===== src/rtl/vid_dma_pkg.sv =====
// Shared constants for the framebuffer copy engine: CSR map, CTRL/STAT bit
// positions and the sequencer state encoding.
package vid_dma_pkg;

  localparam logic [1:0] CSR_CTRL = 2'd0;
  localparam logic [1:0] CSR_SRC  = 2'd1;
  localparam logic [1:0] CSR_DST  = 2'd2;
  localparam logic [1:0] CSR_LEN  = 2'd3;

  localparam int C_START = 0;
  localparam int C_VSYNC = 1;
  localparam int C_ABORT = 2;
  localparam int C_IRQEN = 3;

  localparam int S_BUSY  = 0;
  localparam int S_DONE  = 1;
  localparam int S_VSYNC = 2;
  localparam int S_IRQEN = 3;

  typedef enum logic [1:0] {
    IDLE = 2'd0,
    ARM  = 2'd1,
    RD   = 2'd2,
    WR   = 2'd3
  } dma_state_e;

endpackage


===== src/rtl/vid_fb_dma_buf.sv =====
// Burst staging buffer: BURST x 32 flops, filled during reads and drained
// during writes; the write count doubles as the fill level.
module vid_fb_dma_buf #(
  parameter int BURST = 8
) (
  input  logic                   clk,
  input  logic                   rst,
  input  logic                   clr,
  input  logic                   push,
  input  logic [31:0]            wdata,
  input  logic                   pop,
  output logic [31:0]            rdata,
  output logic [$clog2(BURST):0] wr_cnt,
  output logic [$clog2(BURST):0] rd_cnt
);

  localparam int IW = $clog2(BURST);

  logic [BURST-1:0][31:0] mem;

  // Storage needs no reset; the counters decide what is valid.
  always_ff @(posedge clk) begin
    if (push) mem[wr_cnt[IW-1:0]] <= wdata;
  end

  always_ff @(posedge clk) begin
    if (rst || clr) begin
      wr_cnt <= '0;
      rd_cnt <= '0;
    end else begin
      if (push) wr_cnt <= wr_cnt + 1'b1;
      if (pop)  rd_cnt <= rd_cnt + 1'b1;
    end
  end

  assign rdata = mem[rd_cnt[IW-1:0]];

endmodule


===== src/rtl/vid_fb_dma.sv =====
// Wishbone bus-master copy engine feeding the framebuffer, with a 4-register
// CSR slave. Define VID_FB_DMA_IRQ_EN to add the done interrupt output.
module vid_fb_dma
  import vid_dma_pkg::*;
#(
  parameter int AW    = 22,
  parameter int BURST = 8,
  parameter int LW    = 16
) (
  input  logic          clk,
  input  logic          rst,
  input  logic [1:0]    cs_addr,
  output logic [31:0]   cs_rdata,
  input  logic [31:0]   cs_wdata,
  input  logic          cs_we,
  input  logic          cs_cyc,
  output logic          cs_ack,
  output logic [AW-1:0] m_addr,
  input  logic [31:0]   m_rdata,
  output logic [31:0]   m_wdata,
  output logic [3:0]    m_wmsk,
  output logic          m_we,
  output logic          m_cyc,
  input  logic          m_ack,
  input  logic          vid_vbl
`ifdef VID_FB_DMA_IRQ_EN
  ,
  output logic          irq
`endif
);

  localparam int CW = $clog2(BURST) + 1;

  dma_state_e    state;
  logic [AW-1:0] src, dst;
  logic [LW-1:0] len_r;
  logic          done, vsync, abort_pend, vbl_q;
`ifdef VID_FB_DMA_IRQ_EN
  logic          irq_ena;
`endif

  logic          busy, wr, ctrl_wr, start_req, abort_req, abort_any;
  logic          buf_clr, buf_push, buf_pop, last_wr;
  logic [31:0]   buf_rdata, rdata_mux;
  logic [CW-1:0] buf_wr_cnt, buf_rd_cnt, rd_n;
  logic          unused_ok;

  assign busy      = (state != IDLE);
  assign wr        = cs_cyc & cs_ack & cs_we;
  assign ctrl_wr   = wr && (cs_addr == CSR_CTRL);
  assign abort_req = ctrl_wr & cs_wdata[C_ABORT];
  assign start_req = ctrl_wr & cs_wdata[C_START] & ~cs_wdata[C_ABORT] & ~busy;
  assign abort_any = abort_req | abort_pend;

  // Burst length is fixed for the whole RD phase since remaining only moves in WR.
  assign rd_n      = (len_r >= LW'(BURST)) ? CW'(BURST) : CW'(len_r);
  assign buf_push  = (state == RD) & m_cyc & m_ack;
  assign buf_pop   = (state == WR) & m_cyc & m_ack;
  assign last_wr   = (buf_rd_cnt + 1'b1 == buf_wr_cnt);
  assign buf_clr   = (state == IDLE) || (state == ARM) || (buf_pop && last_wr);

  assign m_wmsk    = 4'b0000;
  assign unused_ok = ^cs_wdata;

  vid_fb_dma_buf #(.BURST(BURST)) u_buf (
    .clk    (clk),
    .rst    (rst),
    .clr    (buf_clr),
    .push   (buf_push),
    .wdata  (m_rdata),
    .pop    (buf_pop),
    .rdata  (buf_rdata),
    .wr_cnt (buf_wr_cnt),
    .rd_cnt (buf_rd_cnt)
  );

  always_comb begin
    rdata_mux = '0;
    unique case (cs_addr)
      CSR_CTRL: begin
        rdata_mux[S_BUSY]  = busy;
        rdata_mux[S_DONE]  = done;
        rdata_mux[S_VSYNC] = vsync;
`ifdef VID_FB_DMA_IRQ_EN
        rdata_mux[S_IRQEN] = irq_ena;
`endif
        rdata_mux[31:16]   = 16'(len_r);
      end
      CSR_SRC: rdata_mux = 32'(src);
      CSR_DST: rdata_mux = 32'(dst);
      CSR_LEN: rdata_mux = 32'(len_r);
      default: rdata_mux = '0;
    endcase
  end

  assign cs_rdata = cs_ack ? rdata_mux : '0;

`ifdef VID_FB_DMA_IRQ_EN
  assign irq = done & irq_ena;
`endif

  always_ff @(posedge clk) begin
    if (rst) begin
      state      <= IDLE;
      cs_ack     <= 1'b0;
      m_cyc      <= 1'b0;
      m_we       <= 1'b0;
      m_addr     <= '0;
      m_wdata    <= '0;
      src        <= '0;
      dst        <= '0;
      len_r      <= '0;
      done       <= 1'b0;
      vsync      <= 1'b0;
      abort_pend <= 1'b0;
      vbl_q      <= 1'b0;
`ifdef VID_FB_DMA_IRQ_EN
      irq_ena    <= 1'b0;
`endif
    end else begin
      cs_ack <= cs_cyc & ~cs_ack;
      vbl_q  <= vid_vbl;

      if (ctrl_wr) begin
        done  <= 1'b0;
        vsync <= cs_wdata[C_VSYNC];
`ifdef VID_FB_DMA_IRQ_EN
        irq_ena <= cs_wdata[C_IRQEN];
`endif
      end

      if (wr && !busy) begin
        case (cs_addr)
          CSR_SRC: src   <= cs_wdata[AW-1:0];
          CSR_DST: dst   <= cs_wdata[AW-1:0];
          CSR_LEN: len_r <= cs_wdata[LW-1:0];
          default: ;
        endcase
      end

      unique case (state)
        IDLE: begin
          abort_pend <= 1'b0;
          if (start_req) begin
            if (len_r == '0)              done  <= 1'b1;
            else if (cs_wdata[C_VSYNC])   state <= ARM;
            else                          state <= RD;
          end
        end

        // Only an edge seen while armed counts, so a level already high waits.
        ARM: begin
          if (abort_req)                state <= IDLE;
          else if (vid_vbl && !vbl_q)   state <= RD;
        end

        RD: begin
          if (abort_req) abort_pend <= 1'b1;
          if (m_cyc) begin
            if (m_ack) begin
              m_cyc <= 1'b0;
              src   <= src + 1'b1;
              if (abort_pend)                      state <= IDLE;
              else if (buf_wr_cnt + 1'b1 == rd_n)  state <= WR;
            end
          end else if (abort_any) begin
            state <= IDLE;
          end else begin
            m_cyc  <= 1'b1;
            m_we   <= 1'b0;
            m_addr <= src;
          end
        end

        WR: begin
          if (abort_req) abort_pend <= 1'b1;
          if (m_cyc) begin
            if (m_ack) begin
              m_cyc <= 1'b0;
              m_we  <= 1'b0;
              dst   <= dst + 1'b1;
              len_r <= len_r - 1'b1;
              if (abort_pend) begin
                state <= IDLE;
              end else if (len_r == LW'(1)) begin
                state <= IDLE;
                done  <= 1'b1;
              end else if (last_wr) begin
                state <= RD;
              end
            end
          end else if (abort_any) begin
            state <= IDLE;
          end else begin
            m_cyc   <= 1'b1;
            m_we    <= 1'b1;
            m_addr  <= dst;
            m_wdata <= buf_rdata;
          end
        end

        default: state <= IDLE;
      endcase
    end
  end

endmodule


===== config.mk =====
export PLATFORM = sky130hd
export DESIGN_NAME = vid_fb_dma
export DESIGN_NICKNAME = d
export VERILOG_FILES = /design/src/rtl/vid_dma_pkg.sv /design/src/rtl/vid_fb_dma_buf.sv /design/src/rtl/vid_fb_dma.sv
export SDC_FILE = /design/constraint.sdc
export NUM_CORES = 1
export LEC_CHECK = 0
export BUFFER_PORTS_ARGS = -buffer_cell sky130_fd_sc_hd__buf_2
export CORE_MARGIN = 10
export CORE_UTILIZATION = 53
export DETAILED_ROUTE_END_ITERATION = 6
export GPL_TIMING_DRIVEN = 0
export PLACE_DENSITY = 0.8
export SYNTH_ARGS = -nofsm -noshare
export SYNTH_HDL_FRONTEND = slang
export SYNTH_SLANG_ARGS = --single-unit

===== constraint.sdc =====
create_clock -name clk -period 8.1 [get_ports clk]
set_input_delay 2.025 -clock clk [delete_from_list [all_inputs] [get_ports clk]]
set_output_delay 2.025 -clock clk [all_outputs]
set_load 0.03 [all_outputs]

==> impl_metrics.csv, run 1 <==
group,metric,value,unit
finish,layout_commonest_cell,"edfxtp_1",
clock_network,hold_buffers,0,
sta,fin_setup_tns,0,ns
hold_path,min_path_cells,2,
critical_path,endpoint_kind,"primary output",
clock_network,htree_levels,2,
power,total_power,0.00399,W
clock_network,cts_buffer_depth,3,
sta,setup_slack,1.74,ns
grt,grt_pass1_wl,72000,um
critical_path,crit_top_cell,"buf_2",
sta,fin_crit,6.36,ns
sta,drv_slew,0,
yosys,synth_area,16600,um2
clock_network,insertion_delay,0.55,ns
critical_path,r2r_slack,4.66,ns
detailed_routing,num_vias,12100,
sta,max_slew.worst_pin.slew,1.06,ns
sta,setup_viol,0,
yosys,yosysSeqAreaShare,62.1,%
hold_path,hold_start,"m_wdata[29]$_SDFFE_PP0P_",
sta,clock_skew,0.0190,ns
critical_path,r2r_start,"state[0]$_SDFFE_PP0P_",
yosys,ys_async_sr_fraction,0,%
floorplanning,die_x,197,um
floorplanning,die_h,197,um
floorplanning,start_util,54.0,%
place,gp_congestion,0.948,
yosys,synth-edff-count,256,
clock_network,cts_buffers,39,
job,drv_cap,0,
finish,drive_above_1_share,23.3,%
critical_path,crit_buf_inv,5,
yosys,syn_inst,1251,
clock_network,cts_root_buf,"clkbuf_16",
power,max-vdd-ir-drop,238,uV
power,p_leak,6.58,nW
sta,slew_headroom,28.7,%
sta,fin_crit_sh,78.5,%
sta,hold_viol_final,0,
yosys,avgSynthCellArea,13.3,um2
place,dp_hpwl,32900,um
sta,fin_hold_ws,0.496,ns
finish,syn2layout_area_growth,17.1,%
clock_network,cts_tree,"built",
hold_path,holdPathEnd,"m_wdata[29]$_SDFFE_PP0P_",
critical_path,crit_fanout,10,
outcome,outcome,"finished, final reports clean",
clock_network,clkTransAtPathRegs,0.06,ns
detailed_routing,viasPerCell,6.37,
detailed_routing,routedWlPerCell,25.2,um
grt,grt_max_degree,26,
grt,grt-ovfl-total,0,
floorplanning,die_area,38800,um2
critical_path,path_cells,"buf_2 -> buf_2 -> buf_1 -> clkbuf_1 -> mux2i_1 -> o21ai_0 -> and2_1 -> buf_2",
critical_path,max_stage_delay,0.62,ns
grt,grt_util_all_layers,24.2,%
critical_path,r2r_end,"u_buf.mem[209]$_DFFE_PP_",
clock_network,cts-resized-gates,0,
power,p_per_area,205,nW/um2
yosys,synth-seq-cells,387,
detailed_routing,wirelength,47700,um
finish,fin_util,63.3,%
floorplanning,pin_count,165,
grt,grt_pass1_vias,12000,
yosys,ys.flop_type,"edfxtp_1",
hold_path,min_path_type,"reg -> reg",
critical_path,cp-start-kind,"input pin",
detailed_routing,drtPass1Iterations,6,
critical_path,slowest_stage,"clkbuf_1",
sta,fmax,157,MHz
floorplanning,fp-row-count,64,
grt,antenna_found_initial,4,
place,place_ws,1.81,ns
yosys,synth_cell_types,59,
yosys,yosysWarnings,0,
critical_path,cp_top_family,"buffers and inverters",
clock_network,cts_setup_buffers,0,
critical_path,required,6.08,ns
floorplanning,core_area,30700,um2
critical_path,cp_data_arrival_time,4.33,ns
place,numPortBuffers,148,
critical_path,crit_type,"in -> out",
critical_path,reg2regPathDepth,9,
finish,mostFrequentLayoutCells,"edfxtp_1, buf_2, nor2_1, dfxtp_1, a211oi_1",
detailed_routing,drt_iter0_drc,1255,
detailed_routing,postRouteAntennaNets,0,
clock_network,cts.sinks,387,
sta,grt_setup_unrepaired,"no",
finish,num-nets-final,1548,
detailed_routing,drc,0,
==> metrics by stage <==
step / cell area (um2) / std cells
2_1_floorplan: 16600 / 1254
3_3_place_gp: 17900 / 1798
3_5_place_dp: 18200 / 1820
4_1_cts: 19400 / 1891
5_1_grt: 19400 / 1892
6_report: 19400 / 1893
==> Yosys cell counts (14+ instances only) <==
master / n / area (um2)
a22oi_1: 16 / 120
o21ai_0: 32 / 160
buf_2: 17 / 85.1
dfxtp_1: 131 / 2620
and3_1: 29 / 181
edfxtp_1: 256 / 7690
mux2i_1: 64 / 641
a21oi_1: 30 / 150
mux4_2: 66 / 1490
nand2_1: 61 / 229
nor2b_1: 17 / 106
and2_1: 14 / 87.6
nor2_1: 143 / 537
clkbuf_1: 63 / 236
nor4_1: 16 / 100
nand3_1: 28 / 140
nor3_1: 28 / 140
a211oi_1: 73 / 548
==> flip-flops by register name (all words and copies together) (netlist names), 2 cells and up <==
name and cells:
m_wdata 32, len_r 16, dst 22, u_buf.wr_cnt 4, u_buf.mem 256, m_addr 22
u_buf.rd_cnt 4, src 22, state 2
==> worst max path at each step <==
stage	startpoint	endpoint	slack, ns	depth (start not counted)
floorplan	m_ack	u_buf.mem[0]$_DFFE_PP_	1.94	4
global placement	m_ack	u_buf.mem[18]$_DFFE_PP_	-1.45	4
detailed placement	cs_addr[1]	cs_rdata[21]	1.81	8
CTS	cs_addr[1]	cs_rdata[21]	1.82	8
global route	cs_addr[1]	cs_rdata[21]	1.68	8
finish	cs_addr[1]	cs_rdata[21]	1.74	8
==> layer usage <==
| metal | track usage [%] | up-vias | part of all wire (%) |
|---|---|---|---|
| met5 | 0 | - | 0.071 |
| met4 | 9.88 | 6 | 3.9 |
| met3 | 5.49 | 147 | 9.6 |
| met2 | 40.4 | 687 | 48 |
| met1 | 29.8 | 5946 | 38 |
| li1 | - | 5267 | - |
==> layout make-up <==
type | instances | area (um2)
repair buffers | 170 | 1020
multi-input cells | 763 | 5930
well taps | 396 | 495
clock buffers | 47 | 1060
plain buffers | 92 | 382
diodes | 2 | 5.00
clock inverters | 24 | 204
flip-flops and latches | 387 | 10300
fillers | 2273 | 11300
inverters | 12 | 45.0
==> cells by family (layout without fill, tap and decap cells) <==
group	count (synthesis)	count (layout)	synth area share (%)
other	1	6	0.0226
adders and majority gates	11	11	0.829
AOI/OAI and AO/OA	213	213	8.86
and+or+nand+nor	377	377	11.2
xor gates and xnor gates	16	16	0.844
DFF	387	387	62.1
buffers and inverters	104	345	2.57
muxes	142	142	13.6
==> power by group <==
part | total (W) | internal (W) | switching [W]
clock | 0.00179 | 0.00101 | 0.000781
combinational | 0.0000970 | 0.0000271 | 0.0000699
sequential | 0.00211 | 0.00210 | 0.00000550
total | 0.00399 | 0.00314 | 0.000857
==> worst reg2reg max path: cells and delay by family, from the launching register on <==
kind	cells	cell delay (ns)
adder cells (fa/ha/maj)	1	0.14
buffers and inverters	6	1.43
flip-flops	1	0.36
AND/OR/NAND/NOR	2	1.19
(Power assumes the default switching activity.)
==> inputs of run 2 (changes only) <==
Settings changed: ABC_AREA set to 1, PLACE_DENSITY 0.8 to 0.82.
Clock period 8.1 ns to 5.65 ns, I/O delays scaled along.
==> run 2 against run 1 <==
Net effect:
- the flow now finishes with violations (design-rule violations)
- first-iteration DRC count is 48% higher
- non-clock buffer count grew 17
- register-to-register slack worse by 2.4 ns
- wire length increased by 34%
- count of clock-buffer cells in the layout increased by 3
- cell count rose by 38%
- largest cell class unchanged
- sequential power increased by 43%
- hold slack worse by 0.040 ns
- sequential share of layout area shrank 3.3 points
- die area is 6.4% higher
==> impl_metrics.csv, run 2 <==
group,metric,value,unit
floorplanning,core_area,33400,um2
job,drv_cap,0,
grt,grt_pass1_wl,94400,um
detailed_routing,num_vias,15900,
critical_path,cp-start-kind,"input pin",
yosys,synth-seq-cells,387,
critical_path,endpoint_kind,"primary output",
yosys,syn_inst,1928,
power,pwr-share-comb,2.8,%
finish,largest_reg_flops,256,
power,max-vdd-ir-drop,393,uV
outcome,outcome,"finished, violations left",
floorplanning,die_x,203,um
yosys,synth.top_cell.area_share,43.2,%
place,numPortBuffers,150,
yosys,yosysSeqAreaShare,57.9,%
yosys,ys_top_cells_by_count,"nor2_1, edfxtp_1, o21ai_0, nand2_1, inv_1",
critical_path,r2r_end,"u_buf.mem[214]$_DFFE_PP_",
grt,grt_util_all_layers,30.0,%
sta,setup_viol,0,
grt,grt_pass1_vias,15400,
sta,drv_slew,0,
yosys,ys.flop_type,"edfxtp_1",
clock_network,cts_buffer_depth,3,
floorplanning,die_h,203,um
yosys,yosysWarnings,0,
detailed_routing,drtPass1Iterations,7,
detailed_routing,viasPerCell,6.07,
place,dp.cells,2539,
power,clkPwrFrac,46.7,%
power,switchingPower,0.00133,W
detailed_routing,drc,1,
clock_network,insertion_delay,0.58,ns
outcome,violations,"design-rule violations",
power,p_sw_share,22.3,%
finish,syn2layout_area_growth,16.6,%
power,p_per_area,289,nW/um2
place,place_ws,1.22,ns
detailed_routing,postRouteAntennaNets,0,
yosys,synth_cell_types,45,
grt,grt-ovfl-total,0,
place,gp_congestion,0.998,
sta,setup_slack,1.15,ns
yosys,synthTopCellsByArea,"edfxtp_1, dfxtp_1, o21ai_0, nor2_1, nand2_1",
sta,slew_headroom,28.0,%
critical_path,reg2regPathDepth,8,
critical_path,crit_type,"in -> out",
floorplanning,die_area,41300,um2
place,dp_hpwl,45300,um
critical_path,r2r_start,"m_cyc$_SDFFE_PP0P_",
clock_network,cts_buffers,40,
clock_network,hold_buffers,0,
hold_path,min_path_type,"reg -> reg",
critical_path,required,4.24,ns
critical_path,cp_data_arrival_time,3.08,ns
sta,clock_skew,0.0333,ns
clock_network,cts.sinks,387,
sta,fin_hold_ws,0.456,ns
sta,fin_crit_sh,79.6,%
critical_path,crit_fanout,10,
detailed_routing,routedWlPerCell,24.5,um
finish,fillers,2725,
finish,stdcell_count,2615,
yosys,synthMostInstantiatedCell,"nor2_1",
yosys,synth_area,17800,um2
sta,max_slew.worst_pin.slew,1.08,ns
sta,fmax,222,MHz
clock_network,cts_tree,"built",
finish,mostFrequentLayoutCells,"nor2_1, edfxtp_1, o21ai_0, nand2_1, inv_1",
sta,hold_viol_final,0,
yosys,synth-edff-count,256,
hold_path,holdPathEnd,"m_addr[3]$_SDFFE_PP0P_",
floorplanning,fp-row-count,67,
grt,grt_max_degree,26,
finish,fin_util,62.2,%
hold_path,min_path_cells,2,
critical_path,r2r_slack,2.27,ns
sta,grt_setup_unrepaired,"no",
floorplanning,start_util,53.3,%
clock_network,cts-resized-gates,0,
yosys,yosys.area.top_type,"edfxtp_1",
clock_network,cts_root_buf,"clkbuf_16",
finish,layout_commonest_cell,"nor2_1",
power,p_leak,7.95,nW
clock_network,htree_levels,2,
clock_network,cts_setup_buffers,0,
floorplanning,pin_count,165,
hold_path,hold_start,"m_addr[3]$_SDFFE_PP0P_",
detailed_routing,wirelength,64100,um
sta,fin_crit,4.50,ns
detailed_routing,drt_iter0_drc,1852,
power,total_power,0.00599,W
yosys,ys_async_sr_fraction,0,%
finish,num-nets-final,2216,
grt,antenna_found_initial,3,
power,p_int,0.00466,W
clock_network,clkTransAtPathRegs,0.06,ns
yosys,avgSynthCellArea,9.23,um2
power,p_seq_share,50.4,%
finish,drive_above_1_share,15.0,%
## run 2: changes by cell type after synthesis, sizes merged, moves of 66 or more
cell / previous run / this run
mux4: 66 / 0
nand2: 61 / 244
inv: 12 / 189
o21ai: 36 / 280
a21oi: 30 / 130
nor2: 144 / 285
## run 2: how the worst max path moves through the flow
stage / startpoint / cells past startpoint / to / slack, ns
2_1_floorplan: m_ack / 6 / u_buf.mem[192]$_DFFE_PP_ / 0.87
3_3_place_gp: m_ack / 7 / u_buf.mem[221]$_DFFE_PP_ / -1.56
3_5_place_dp: cs_addr[0] / 7 / cs_rdata[15] / 1.22
4_1_cts: cs_addr[0] / 7 / cs_rdata[15] / 1.21
5_1_grt: cs_addr[0] / 7 / cs_rdata[15] / 1.05
6_report: cs_addr[0] / 7 / cs_rdata[15] / 1.15
## run 2: per-stage QoR
step / cell area [um2] / setup TNS [ns]
detailed placement: 19400 / 0
CTS: 20700 / 0
finish: 20700 / 0
floorplan: 17800 / 0
global placement: 19100 / -51.44
global route: 20700 / 0
## run 2: cell type report
class / count / area, um2 / area share, %
clock inverter: 22 / 304 / 1.47
inverter: 189 / 714 / 3.44
multi-input combinational: 1236 / 6270 / 30.2
clock buffer: 50 / 1070 / 5.16
timing repair buffer: 160 / 932 / 4.49
tap: 448 / 561 / 2.70
buffer: 119 / 568 / 2.74
sequential: 387 / 10300 / 49.7
antenna: 4 / 10.0 / 0.0483
## run 2: critical path, cell delays in order
cell	delay (ns)
buf_2	0.15
nand2_1	0.27
clkbuf_1	0.54
o22ai_1	0.14
o21ai_0	0.29
inv_1	0.08
buf_2	0.18
## run 2: cells by family (layout without fill, tap and decap cells)
family,after synthesis,count (layout),share of synthesized area (%)
simple gates,634,634,15.2
compound gates,574,574,18.2
flops,387,387,57.9
buf+inv,308,540,7.21
xor+xnor,13,13,0.640
fa+ha+maj,11,11,0.773
other cells,1,8,0.0211
## run 2: power by group through the flow
stage | Sequential, W | Clock (W) | Combinational (W)
3_3_place_gp | 0.00308 | 0 | 0.000160
2_1_floorplan | 0.00308 | 0 | 0.0000670
4_1_cts | 0.00302 | 0.00280 | 0.000164
5_1_grt | 0.00302 | 0.00291 | 0.000178
6_report | 0.00302 | 0.00280 | 0.000170
3_5_place_dp | 0.00308 | 0 | 0.000163
## run 2: per-layer routing
| layer | global-route usage (%) | routed length, um | vias to the layer above |
|---|---|---|---|
| met5 | 0 | 0 | - |
| met4 | 15.5 | 3170 | 0 |
| met3 | 5.68 | 6710 | 182 |
| met2 | 49.2 | 30300 | 1089 |
| met1 | 37.2 | 23900 | 7475 |
| li1 | - | - | 7126 |
